$ cat src/rtl/alu_pkg.sv
// Shared definitions for ALU initiators: widths, opcodes, instruction layout,
// issue-controller state encoding and flag bit positions.
package alu_pkg;

  localparam int unsigned DATA_W = 32;
  localparam int unsigned OP_W   = 5;
  localparam int unsigned REG_AW = 5;
  localparam int unsigned IMM_W  = 11;

  // ALU opcodes. 01000 is the only legal op with F[4]=0.
  localparam logic [OP_W-1:0] ALU_SHL1     = 5'b01000;
  localparam logic [OP_W-1:0] ALU_ZERO     = 5'b10000;
  localparam logic [OP_W-1:0] ALU_AND      = 5'b10001;
  localparam logic [OP_W-1:0] ALU_OR       = 5'b10010;
  localparam logic [OP_W-1:0] ALU_PASSB    = 5'b10011;
  localparam logic [OP_W-1:0] ALU_PASSA    = 5'b10100;
  localparam logic [OP_W-1:0] ALU_XOR      = 5'b10101;
  localparam logic [OP_W-1:0] ALU_NOTA     = 5'b10110;
  localparam logic [OP_W-1:0] ALU_NOTB     = 5'b10111;
  localparam logic [OP_W-1:0] ALU_ADD      = 5'b11000;
  localparam logic [OP_W-1:0] ALU_SUB      = 5'b11001;
  localparam logic [OP_W-1:0] ALU_INC      = 5'b11010;
  localparam logic [OP_W-1:0] ALU_DEC      = 5'b11011;
  localparam logic [OP_W-1:0] ALU_SHR1     = 5'b11100;
  localparam logic [OP_W-1:0] ALU_ASR1     = 5'b11101;
  localparam logic [OP_W-1:0] ALU_ONES     = 5'b11110;
  localparam logic [OP_W-1:0] ALU_ONES_CLR = 5'b11111;

  // Instruction field positions (LSB of each field).
  localparam int unsigned F_LSB       = 27;
  localparam int unsigned RD_LSB      = 22;
  localparam int unsigned RA_LSB      = 17;
  localparam int unsigned RB_LSB      = 12;
  localparam int unsigned USE_IMM_BIT = 11;
  localparam int unsigned IMM_LSB     = 0;

  // Flag register layout {O,S,C,Z}.
  localparam int unsigned FLAG_O = 3;
  localparam int unsigned FLAG_S = 2;
  localparam int unsigned FLAG_C = 1;
  localparam int unsigned FLAG_Z = 0;

  typedef enum logic [2:0] {
    StIdle,
    StRead,
    StExec,
    StWb,
    StErr
  } issue_state_e;

  // Sign-extend the immediate field to the datapath width.
  function automatic logic [DATA_W-1:0] sext_imm(input logic [IMM_W-1:0] imm);
    return {{(DATA_W-IMM_W){imm[IMM_W-1]}}, imm};
  endfunction

endpackage

$ cat src/rtl/alu_op_decode.sv
// Opcode decoder: classifies the F field as legal and maps it to the ALU op.
module alu_op_decode
  import alu_pkg::*;
(
  input  logic [OP_W-1:0] f,
  output logic            legal,
  output logic [OP_W-1:0] op
);

  // Legal set is SHL1 plus the whole upper half of the opcode space.
  always_comb begin
    legal = (f == ALU_SHL1) || f[OP_W-1];
    op    = f;
  end

endmodule

$ cat src/rtl/alu_issue_ctrl.sv
// Multi-cycle issue controller: accepts an instruction, reads operands,
// drives the ALU, captures result/flags and writes back.
module alu_issue_ctrl
  import alu_pkg::*;
(
  input  logic              clk,
  input  logic              rst,
  input  logic              instr_valid,
  output logic              instr_ready,
  input  logic [31:0]       instr,
  output logic [REG_AW-1:0] rf_ra_addr,
  output logic [REG_AW-1:0] rf_rb_addr,
  input  logic [DATA_W-1:0] rf_ra_data,
  input  logic [DATA_W-1:0] rf_rb_data,
  output logic              rf_we,
  output logic [REG_AW-1:0] rf_wa,
  output logic [DATA_W-1:0] rf_wd,
  output logic [OP_W-1:0]   alu_op,
  output logic [DATA_W-1:0] alu_a,
  output logic [DATA_W-1:0] alu_b,
  input  logic [DATA_W-1:0] alu_res,
  input  logic              alu_o,
  input  logic              alu_c,
  output logic [3:0]        flags,
  output logic              done,
  output logic              err
);

  issue_state_e state;

  logic [OP_W-1:0]   dec_op;
  logic              dec_legal;

  // Fields held for the lifetime of the in-flight instruction.
  logic [OP_W-1:0]   op_q;
  logic [REG_AW-1:0] rd_q;
  logic              use_imm_q;
  logic [IMM_W-1:0]  imm_q;

  // Flag bits captured from the ALU at the end of EXEC.
  logic              o_cap;
  logic              c_cap;

  alu_op_decode u_dec (
    .f     (instr[F_LSB +: OP_W]),
    .legal (dec_legal),
    .op    (dec_op)
  );

  // Ready is a pure decode of the state register.
  assign instr_ready = (state == StIdle);

  // Issue FSM with registered datapath outputs and single-cycle pulses.
  always_ff @(posedge clk or posedge rst) begin
    if (rst) begin
      state      <= StIdle;
      op_q       <= ALU_ZERO;
      rd_q       <= '0;
      use_imm_q  <= 1'b0;
      imm_q      <= '0;
      o_cap      <= 1'b0;
      c_cap      <= 1'b0;
      rf_ra_addr <= '0;
      rf_rb_addr <= '0;
      rf_we      <= 1'b0;
      rf_wa      <= '0;
      rf_wd      <= '0;
      alu_op     <= ALU_ZERO;
      alu_a      <= '0;
      alu_b      <= '0;
      flags      <= 4'b0000;
      done       <= 1'b0;
      err        <= 1'b0;
    end else begin
      // Pulses default low; only one state ever raises one of them.
      rf_we <= 1'b0;
      done  <= 1'b0;
      err   <= 1'b0;
      unique case (state)
        StIdle: begin
          if (instr_valid) begin
            op_q       <= dec_op;
            rd_q       <= instr[RD_LSB +: REG_AW];
            use_imm_q  <= instr[USE_IMM_BIT];
            imm_q      <= instr[IMM_LSB +: IMM_W];
            rf_ra_addr <= instr[RA_LSB +: REG_AW];
            rf_rb_addr <= instr[RB_LSB +: REG_AW];
            if (dec_legal) begin
              state <= StRead;
            end else begin
              state <= StErr;
              err   <= 1'b1;
            end
          end
        end
        StRead: begin
          alu_a  <= rf_ra_data;
          alu_b  <= use_imm_q ? sext_imm(imm_q) : rf_rb_data;
          alu_op <= op_q;
          state  <= StExec;
        end
        StExec: begin
          // rf_wd doubles as the result holding register for the flag update.
          rf_wd <= alu_res;
          o_cap <= alu_o;
          c_cap <= alu_c;
          rf_wa <= rd_q;
          rf_we <= (rd_q != '0);
          done  <= 1'b1;
          state <= StWb;
        end
        StWb: begin
          // S and Z come from the captured result, not from the ALU.
          flags[FLAG_O] <= o_cap;
          flags[FLAG_S] <= rf_wd[DATA_W-1];
          flags[FLAG_C] <= c_cap;
          flags[FLAG_Z] <= (rf_wd == '0);
          state         <= StIdle;
        end
        StErr: begin
          state <= StIdle;
        end
        default: begin
          state <= StIdle;
        end
      endcase
    end
  end

endmodule

$ cat config.mk
export PLATFORM = sky130hd
export DESIGN_NAME = alu_issue_ctrl
export DESIGN_NICKNAME = d
export VERILOG_FILES = /design/src/rtl/alu_pkg.sv /design/src/rtl/alu_op_decode.sv /design/src/rtl/alu_issue_ctrl.sv
export SDC_FILE = /design/constraint.sdc
export NUM_CORES = 1
export LEC_CHECK = 0
export CAP_MARGIN = 30
export CORE_UTILIZATION = 42
export CTS_BUF_LIST = sky130_fd_sc_hd__clkbuf_8 sky130_fd_sc_hd__clkbuf_16
export DETAILED_ROUTE_END_ITERATION = 6
export GPL_ROUTABILITY_DRIVEN = 0
export PLACE_DENSITY = 0.8
export SETUP_SLACK_MARGIN = 0.5
export SYNTH_ARGS = -nofsm -noshare
export SYNTH_HDL_FRONTEND = slang
export SYNTH_SLANG_ARGS = --single-unit
$ cat constraint.sdc
create_clock -name clk -period 5.9 [get_ports clk]
set_input_delay 1.18 -clock clk [delete_from_list [all_inputs] [get_ports clk]]
set_output_delay 1.18 -clock clk [all_outputs]
set_load 0.05 [all_outputs]
==> reports/metrics.yaml, run 1 <==
min_path:
  hold_class: "flop to flop"
synthesis:
  syn_area_um2: 5960
  synth.distinct_cells: 32
  syn_avg_cell_area_um2: 14.5
  synth_fa_ha_area_share_pct: 0
  synth_compound_gate_area_share_pct: 5.08
  synth-xor-area-share_pct: 0
  yosysSeqAreaShare_pct: 63.0
  syn_nets: 544
  yosys.area_share.simple_pct: 4.83
  syn_inst: 411
  synth_top_family_by_area: "multiplexers"
  synthMuxAreaShare_pct: 24.2
  yosysWarnings: 0
  synth_seq_cells: 150
floorplanning:
  row_count: 43
  die_area_um2: 14700
  ios: 257
  coreArea_um2: 13900
  fp.dieW_um: 121
  initial_utilization_pct: 43.0
  dieHeight_um: 121
cells_and_area:
  final_common_cell: "clkdlybuf4s50_1"
  syn_to_final_growth_pct: 55.7
  nNetsFinal: 802
  multi_input_area_um2: 2040
  layout_common_cells: "256 x clkdlybuf4s50_1, 148 x dfrtp_1, 75 x mux2_2"
  n_antenna_cell: 0
  nFillCells: 981
  drive_above_1_share_pct: 21.7
  final_util_pct: 66.9
  seqCellArea_um2: 3760
timing:
  slew_viol_final: 0
  hold_viol_final: 0
  worst_pin_slew_ns: 0.771
  period_minus_slack_ns: 3.17
  fin_tns_setup_ns: 0
  skew_ns: 0.00759
  relSlewSlack_pct: 48.6
  finalSetupViolCount: 0
  finalCritPeriodShare_pct: 53.7
  fmax_ghz: 0.316
  rsz0062_at_grt: "false"
  holdWs_ns: 0.493
  setup_ws_ns: 2.73
cts:
  post_cts_buffers: 0
  cts_max_path_buffers: 2
  cts_tree: "built"
  cts-root-buf: "clkbuf_16"
  clock_latency_ns: 0.41
  ctsResizeCount: 0
  hold_buffers: 0
  clock_sinks: 150
  cts_buffers: 17
  path_clk_slew_ns: 0.06
  h-tree-depth: 4
setup_path:
  cp.required_ns: 4.72
  critPathMaxFanout: 5
  cp-start-kind: "flop"
  crit_path_end_kind: "primary output"
  cp_data_arrival_time_ns: 1.99
  criticalPathCategory: "flop to primary output"
pwr:
  p_leak_nw: 3.82
  power_density_nw_per_um2: 718
  power_mw: 6.66
  vdd_drop_max_uv: 522
global_route:
  antenna_found_initial: 0
  grt_start_max_net_pins: 108
  grt_pass1_vias: 4514
  grt_pass1_wl_mm: 22.8
  grt.overflow.total: 0
  grt.total_usage_pct: 20.4
drt:
  first_pass_iters: 5
  drtIter0Drc: 141
  drtAntennaViolNets: 0
  wl_mm: 14.7
  vias: 4241
  drc: 0
  avgRoutedWirePerCell_um: 17.1
  vias_per_cell: 4.93
placement:
  hpwl_mm: 10.3
  place_ws_ns: 2.76
  port_buffers: 256
run:
  drv_cap: 0
status:
  status: "finished, final reports clean"
==> routing by layer <==
metal | GRT usage (%) | wire [µm]
met4 | 6.71 | 153
met2 | 34.1 | 7270
met3 | 8.65 | 1390
met1 | 23.5 | 5870
met5 | 0 | 0
==> cells in the mapped netlist <==
master	n	area share, %
a211oi_1	1	0.13
a21oi_1	54	4.5
and2_0	1	0.10
and2_1	1	0.10
buf_2	6	0.50
buf_4	8	1.0
buf_6	5	0.94
clkbuf_1	5	0.31
dfrtp_1	148	62
dfstp_2	2	0.88
inv_1	2	0.13
inv_2	1	0.063
mux2_1	8	1.5
mux2_2	75	14
mux2_4	27	6.8
mux2i_1	10	1.7
nand2_1	1	0.063
nand3_1	1	0.084
nand3b_1	1	0.13
nand4_1	2	0.21
nor2_1	32	2.0
nor3_2	1	0.17
nor3_4	1	0.27
nor3b_1	2	0.25
nor3b_2	1	0.21
nor4_1	8	0.84
nor4b_1	1	0.15
o21a_1	1	0.13
o21ai_0	2	0.17
o31ai_1	1	0.13
or2_2	1	0.10
or4_1	1	0.13
==> cell families (layout without fill, tap and decap cells) <==
| group | Yosys count | after routing |
|---|---|---|
| DFF | 150 | 150 |
| muxes | 120 | 120 |
| AOI/OAI and AO/OA | 59 | 59 |
| and+or+nand+nor | 55 | 55 |
| buffers and inverters | 27 | 297 |
==> critical path, cell delays in order, from the launching register on <==
cell             delay (ns)
dfrtp_1                0.45
nor3_2                 0.28
clkdlybuf4s50_1        0.85
==> sequential cells by signal, summed over array words and instances (netlist names), 3 cells and up <==
name / cells
rd_q: 5
alu_op: 5
imm_q: 11
rf_wd: 32
rf_wa: 5
rf_ra_addr: 5
state: 3
alu_b: 32
flags: 4
alu_a: 32
rf_rb_addr: 5
op_q: 5
==> through the flow <==
stage	std cells	cell area (µm²)
2_1_floorplan	411	5960
6_report	861	9280
3_5_place_dp	827	8640
3_3_place_gp	826	8620
4_1_cts	858	9220
5_1_grt	861	9280
==> power by group <==
| group | switching, mW | leakage (nW) | internal, mW |
|---|---|---|---|
| logic | 2.24 | 1.80 | 1.44 |
| clock network | 0.408 | 0.286 | 0.659 |
| registers | 0.350 | 1.74 | 1.57 |
==> layout make-up <==
cell class                 instances  share of cell area, %
clock buffer                      17                   4.58
tap                              180                   2.43
timing repair buffer             263                   28.6
clock inverter                    14                   1.75
inverter                           3                  0.175
sequential                       150                   40.5
multi-input combinational        234                   22.0
==> final timing paths <==
check | start | slack [ns] | depth (start not counted) | endpoint
worst min-delay path | rf_wa[0] | 0.49 | 1 | rf_wa[0]
worst max-delay path | state[0] | 2.73 | 2 | instr_ready
min in group asynchronous | rst | 1.07 | 2 | alu_a[22]
max in group asynchronous | rst | 3.56 | 4 | op_q[1]
worst min register to register | rf_wa[0] | 0.49 | 1 | rf_wa[0]
worst max register to register | state[0] | 3.89 | 3 | alu_a[0]
(Power assumes the default switching activity.)
==> inputs of run 2 (changes only) <==
--- a/config.mk
+++ b/config.mk
@@ -6,11 +6,11 @@
 export NUM_CORES = 1
 export LEC_CHECK = 0
 export CAP_MARGIN = 30
-export CORE_UTILIZATION = 42
+export CORE_UTILIZATION = 38
 export CTS_BUF_LIST = sky130_fd_sc_hd__clkbuf_8 sky130_fd_sc_hd__clkbuf_16
 export DETAILED_ROUTE_END_ITERATION = 6
 export GPL_ROUTABILITY_DRIVEN = 0
-export PLACE_DENSITY = 0.8
+export PLACE_DENSITY = 0.76
 export SETUP_SLACK_MARGIN = 0.5
 export SYNTH_ARGS = -nofsm -noshare
 export SYNTH_HDL_FRONTEND = slang
==> constraint.sdc (replaced) <==
create_clock -name clk -period 2.75 [get_ports clk]
set_input_delay 0.55 -clock clk [delete_from_list [all_inputs] [get_ports clk]]
set_output_delay 0.55 -clock clk [all_outputs]
set_load 0.05 [all_outputs]
==> run 2 against run 1 <==
Effect of this change: combinational power up 110%; register-to-register slack worse by 3.0 ns; global-route usage down 1.9 points; sequential cell count unchanged; die area up 10%; cell count up 3.9%; clock skew up 0.0021 ns; critical path depth down 1; critical path type unchanged.
==> reports/metrics.yaml, run 2 (synthesized netlist as in run 1, its figures left out) <==
global_route:
  grt_start_max_net_pins: 82
  gr-usage-met2_pct: 31.2
  top_usage_layer: "met2"
  grt.total_usage_pct: 18.4
  grt_pass1_wl_mm: 22.9
  grt_use_met3_pct: 6.74
  use_met1_pct: 21.4
  grt.overflow.total: 0
  antenna_found_initial: 0
  grt_pass1_vias: 4505
setup_path:
  path_depth: 1
  r2r-end: "rf_ra_addr[3]"
  crit_buf_inv: 1
  crit_chain: "clkdlybuf4s50_1"
  cp_data_arrival_time_ns: 1.63
  regToRegSetupSlack_ns: 0.91
  r2r_start: "state[0]"
  criticalPathCategory: "flop to primary output"
  cp-start-kind: "flop"
  cp.required_ns: 2.20
  slowest_delay_ns: 0.84
  critical_path.top_delay_family: "buffers and inverters"
  reg2reg_depth: 4
  crit_path_end_kind: "primary output"
  crit_slowest_cell: "clkdlybuf4s50_1"
  critPathMaxFanout: 3
cts:
  cts_buffers: 17
  h-tree-depth: 4
  hold_buffers: 0
  clock_sinks: 150
  post_cts_buffers: 0
  cts-root-buf: "clkbuf_16"
  cts_max_path_buffers: 2
  cts_tree: "built"
  path_clk_slew_ns: 0.06
  clock_latency_ns: 0.42
timing:
  fmax_ghz: 0.458
  finalCritPeriodShare_pct: 79.4
  skew_ns: 0.00970
  hold_viol_final: 0
  finalSetupViolCount: 0
  fin_tns_setup_ns: 0
  rsz0062_at_grt: "false"
  relSlewSlack_pct: 55.0
  period_minus_slack_ns: 2.18
  slew_viol_final: 0
  worst_pin_slew_ns: 0.674
cells_and_area:
  n_antenna_cell: 0
  syn_to_final_growth_pct: 56.5
  drive_above_1_share_pct: 22.4
  fin_area_um2: 9330
  final_common_cell: "clkdlybuf4s50_1"
  top_regs: "alu_a (32), alu_b (32), rf_wd (32)"
  layout_common_cells: "253 x clkdlybuf4s50_1, 148 x dfrtp_1, 75 x mux2_2"
  nFillCells: 1202
  nNetsFinal: 804
drt:
  drc: 0
  drtAntennaViolNets: 0
  vias_per_cell: 4.72
  first_pass_iters: 4
  avgRoutedWirePerCell_um: 15.8
  vias: 4228
  drtIter0Drc: 165
  wl_mm: 14.2
status:
  status: "finished, final reports clean"
floorplanning:
  ios: 257
  row_count: 45
  coreArea_um2: 15300
  dieHeight_um: 127
  die_area_um2: 16200
  fp.dieW_um: 127
  initial_utilization_pct: 39.1
pwr:
  vdd_drop_max_uv: 1010
  p_leak_nw: 3.83
  power_density_nw_per_um2: 1520
min_path:
  hold_class: "primary input to async pin"
placement:
  dpl_cell_area_um2: 8750
  hpwl_mm: 10.3
  port_buffers: 256
run:
  drv_cap: 0
==> run 2: changes by cell type in the layout (fill, tap and decap cells not counted), moves of 2 or more <==
cell,before,now
clkinv_2,4,0
buf_12,1,4
clkdlybuf4s50_1,256,253
inv_6,1,4
buf_4,3,5
bufinv_16,3,1
clkinv_4,3,5
==> run 2: what timing repair did <==
item / CTS / global route
gates cloned: 0 / 0
gates resized for setup: 2 / 3
endpoints found under the setup margin: 2 / 2
==> run 2: final cells by class <==
class	count	area [µm²]	share of cell area (%)
Sequential cell	150	3760	40.3
Tap cell	211	264	2.83
Clock inverter	14	143	1.53
Timing Repair Buffer	265	2680	28.7
Clock buffer	18	439	4.71
Multi-Input combinational cell	234	2040	21.8
Inverter	3	15.0	0.161
==> run 2: worst max-delay path by stage <==
stage	start	to	slack (ns)
global placement	instr_valid	rf_ra_addr[3]	0.63
global route	rf_wd[24]	rf_wd[24]	0.50
floorplan	rst	alu_a[0]	0.31
detailed placement	instr_valid	rf_ra_addr[3]	0.62
finish	rf_wd[27]	rf_wd[27]	0.57
CTS	state[0]	instr_ready	0.45
==> run 2: report_power, final <==
group | internal [mW] | total, mW | leakage [nW] | switching (mW)
registers | 3.36 | 4.05 | 1.74 | 0.689
clock network | 1.29 | 2.24 | 0.276 | 0.952
logic | 3.08 | 7.91 | 1.81 | 4.83
total | 7.73 | 14.2 | 3.83 | 6.47
==> run 2: layer usage <==
metal | vias to the layer above | part of all wire (%)
met2 | 164 | 50
met4 | 0 | 1.6
li1 | 1978 | -
met3 | 22 | 7.3
met5 | - | 0
met1 | 2064 | 41
==> run 2: through the flow <==
step / util (%) / instances / worst slack (ns) / power [mW] / hold WS (ns)
after global routing: 61.2 / 895 / 0.504 / 14.9 / 0.431
final: 61.2 / 895 / 0.566 / 14.2 / 0.451
after floorplan: - / 411 / 0.313 / 9.48 / 0.454
after CTS: 61.2 / 895 / 0.454 / 14.4 / 0.422
after global placement: 57.4 / 863 / 0.626 / 11.9 / 0.463
after detailed placement: 57.4 / 863 / 0.619 / 12.1 / 0.477
==> inputs of run 3 (changes only) <==
--- a/config.mk
+++ b/config.mk
@@ -6,11 +6,11 @@
 export NUM_CORES = 1
 export LEC_CHECK = 0
 export CAP_MARGIN = 30
-export CORE_UTILIZATION = 38
+export CORE_UTILIZATION = 42
 export CTS_BUF_LIST = sky130_fd_sc_hd__clkbuf_8 sky130_fd_sc_hd__clkbuf_16
 export DETAILED_ROUTE_END_ITERATION = 6
 export GPL_ROUTABILITY_DRIVEN = 0
-export PLACE_DENSITY = 0.76
+export PLACE_DENSITY = 0.8
 export SETUP_SLACK_MARGIN = 0.5
 export SYNTH_ARGS = -nofsm -noshare
 export SYNTH_HDL_FRONTEND = slang
==> constraint.sdc (replaced) <==
create_clock -name clk -period 2.01 [get_ports clk]
set_input_delay 0.402 -clock clk [delete_from_list [all_inputs] [get_ports clk]]
set_output_delay 0.402 -clock clk [all_outputs]
set_load 0.05 [all_outputs]
==> run 3 against run 2 <==
Effect of this change: non-clock buffer count up 47; clock skew is 0.0043 ns lower; setup slack lost 0.25 ns; via count grew 9.5%; worst hold slack worse by 0.072 ns; first-iteration DRC count shrank 12%; critical path depth grew 1.
==> reports/metrics.yaml, run 3 (synthesized netlist as in run 1, its figures left out) <==
drt:
  vias_per_cell: 5.09
  drtAntennaViolNets: 0
  drc: 0
  avgRoutedWirePerCell_um: 20.5
  first_pass_iters: 4
  wl_mm: 18.6
  drtIter0Drc: 146
  vias: 4628
cts:
  cts_max_path_buffers: 2
  cts_buffers: 17
  cts-root-buf: "clkbuf_16"
  clock_latency_ns: 0.42
  clock_sinks: 150
  h-tree-depth: 4
  cts_tree: "built"
  path_clk_slew_ns: 0.06
  hold_buffers: 0
run:
  drv_cap: 0
setup_path:
  r2r-end: "rf_wd[24]"
  cp-start-kind: "flop"
  reg2reg_depth: 6
  cp.required_ns: 1.61
  crit_path_start: "state[0]"
  critPathMaxFanout: 3
  r2r_start: "state[2]"
  crit_end: "instr_ready"
  crit_path_end_kind: "primary output"
  criticalPathCategory: "flop to primary output"
  cp_data_arrival_time_ns: 1.29
  regToRegSetupSlack_ns: 0.37
floorplanning:
  ios: 257
  initial_utilization_pct: 43.0
  dieHeight_um: 121
  coreArea_um2: 13900
  die_area_um2: 14700
  fp.dieW_um: 121
  row_count: 43
timing:
  holdWs_ns: 0.379
  worst_pin_slew_ns: 0.665
  skew_ns: 0.00535
  finalSetupViolCount: 0
  rsz0062_at_grt: "true"
  period_minus_slack_ns: 1.69
  slew_viol_final: 0
  fin_tns_setup_ns: 0
  hold_viol_final: 0
  relSlewSlack_pct: 55.6
  finalCritPeriodShare_pct: 84.3
  fmax_ghz: 0.590
global_route:
  grt_start_max_net_pins: 43
  grt.overflow.total: 0
  antenna_found_initial: 0
  grt_pass1_vias: 4908
  grt_pass1_wl_mm: 25.6
  grt.total_usage_pct: 23.1
cells_and_area:
  syn_to_final_growth_pct: 70.7
  drive_above_1_share_pct: 51.2
  seqCellArea_um2: 3760
  n_antenna_cell: 0
  layout_common_cells: "145 x dfrtp_1, 132 x clkdlybuf4s50_1, 106 x mux2_4"
  final_common_cell: "dfrtp_1"
  nNetsFinal: 851
  top_regs: "alu_a (32), alu_b (32), rf_wd (32)"
  multi_input_area_um2: 2560
  nFillCells: 868
  fin_area_um2: 10200
min_path:
  hold_class: "primary input to async pin"
placement:
  port_buffers: 256
  dpl_cell_area_um2: 8840
  hpwl_mm: 11.0
status:
  status: "finished, final reports clean"
-- run 3: cell count changes in the layout (fill, tap and decap cells not counted), sizes merged, moves of 2 or more --
cell	before	now
buf	9	159
clkinv	5	3
clkbuf	19	38
inv	7	5
clkdlybuf4s50	253	132
bufinv	1	5
-- run 3: worst min path at each step --
| stage | to | slack (ns) | depth (start not counted) |
|---|---|---|---|
| global route | rf_rb_addr[4] | 0.39 | 2 |
| detailed placement | rf_wa[0] | 0.47 | 1 |
| floorplan | o_cap | 0.45 | 1 |
| finish | rf_rb_addr[4] | 0.38 | 2 |
| CTS | rf_wa[0] | 0.38 | 2 |
| global placement | o_cap | 0.46 | 1 |
-- run 3: layout make-up --
| type | instances | area share (%) |
|---|---|---|
| inverters | 3 | 0.148 |
| multi-input cells | 234 | 25.2 |
| clock buffers | 17 | 4.18 |
| repair buffers | 312 | 29.5 |
| clock inverters | 13 | 1.88 |
| flip-flops and latches | 150 | 36.9 |
| well taps | 180 | 2.21 |
-- run 3: timing repair --
action,in CTS,in global routing
pin swaps,2,3
endpoints found under the setup margin,255,157
buffers inserted,7,12
gates cloned,7,13
gates resized for setup,585,174
-- run 3: stage by stage --
stage          util (%)  std cells  worst slack, ns
2_1_floorplan         -        411           -0.279
3_3_place_gp       63.7        840            0.245
3_5_place_dp       63.7        840            0.220
4_1_cts            66.3        884            0.290
5_1_grt            73.3        909            0.264
6_report           73.3        909            0.316
-- run 3: worst max-delay path, cell delays in order (launching register included) --
cell	delay (ns)
dfrtp_2	0.42
nor3_4	0.27
buf_12	0.17
-- run 3: routing by layer --
layer,wire (µm),GRT usage [%]
met5,0,0
met4,319,8.10
met3,1410,8.13
met2,9890,39.9
met1,7030,26.3
Power of run 3 is not shown: default switching activity piles up to over one toggle a cycle in this logic, so the estimate is an artifact.
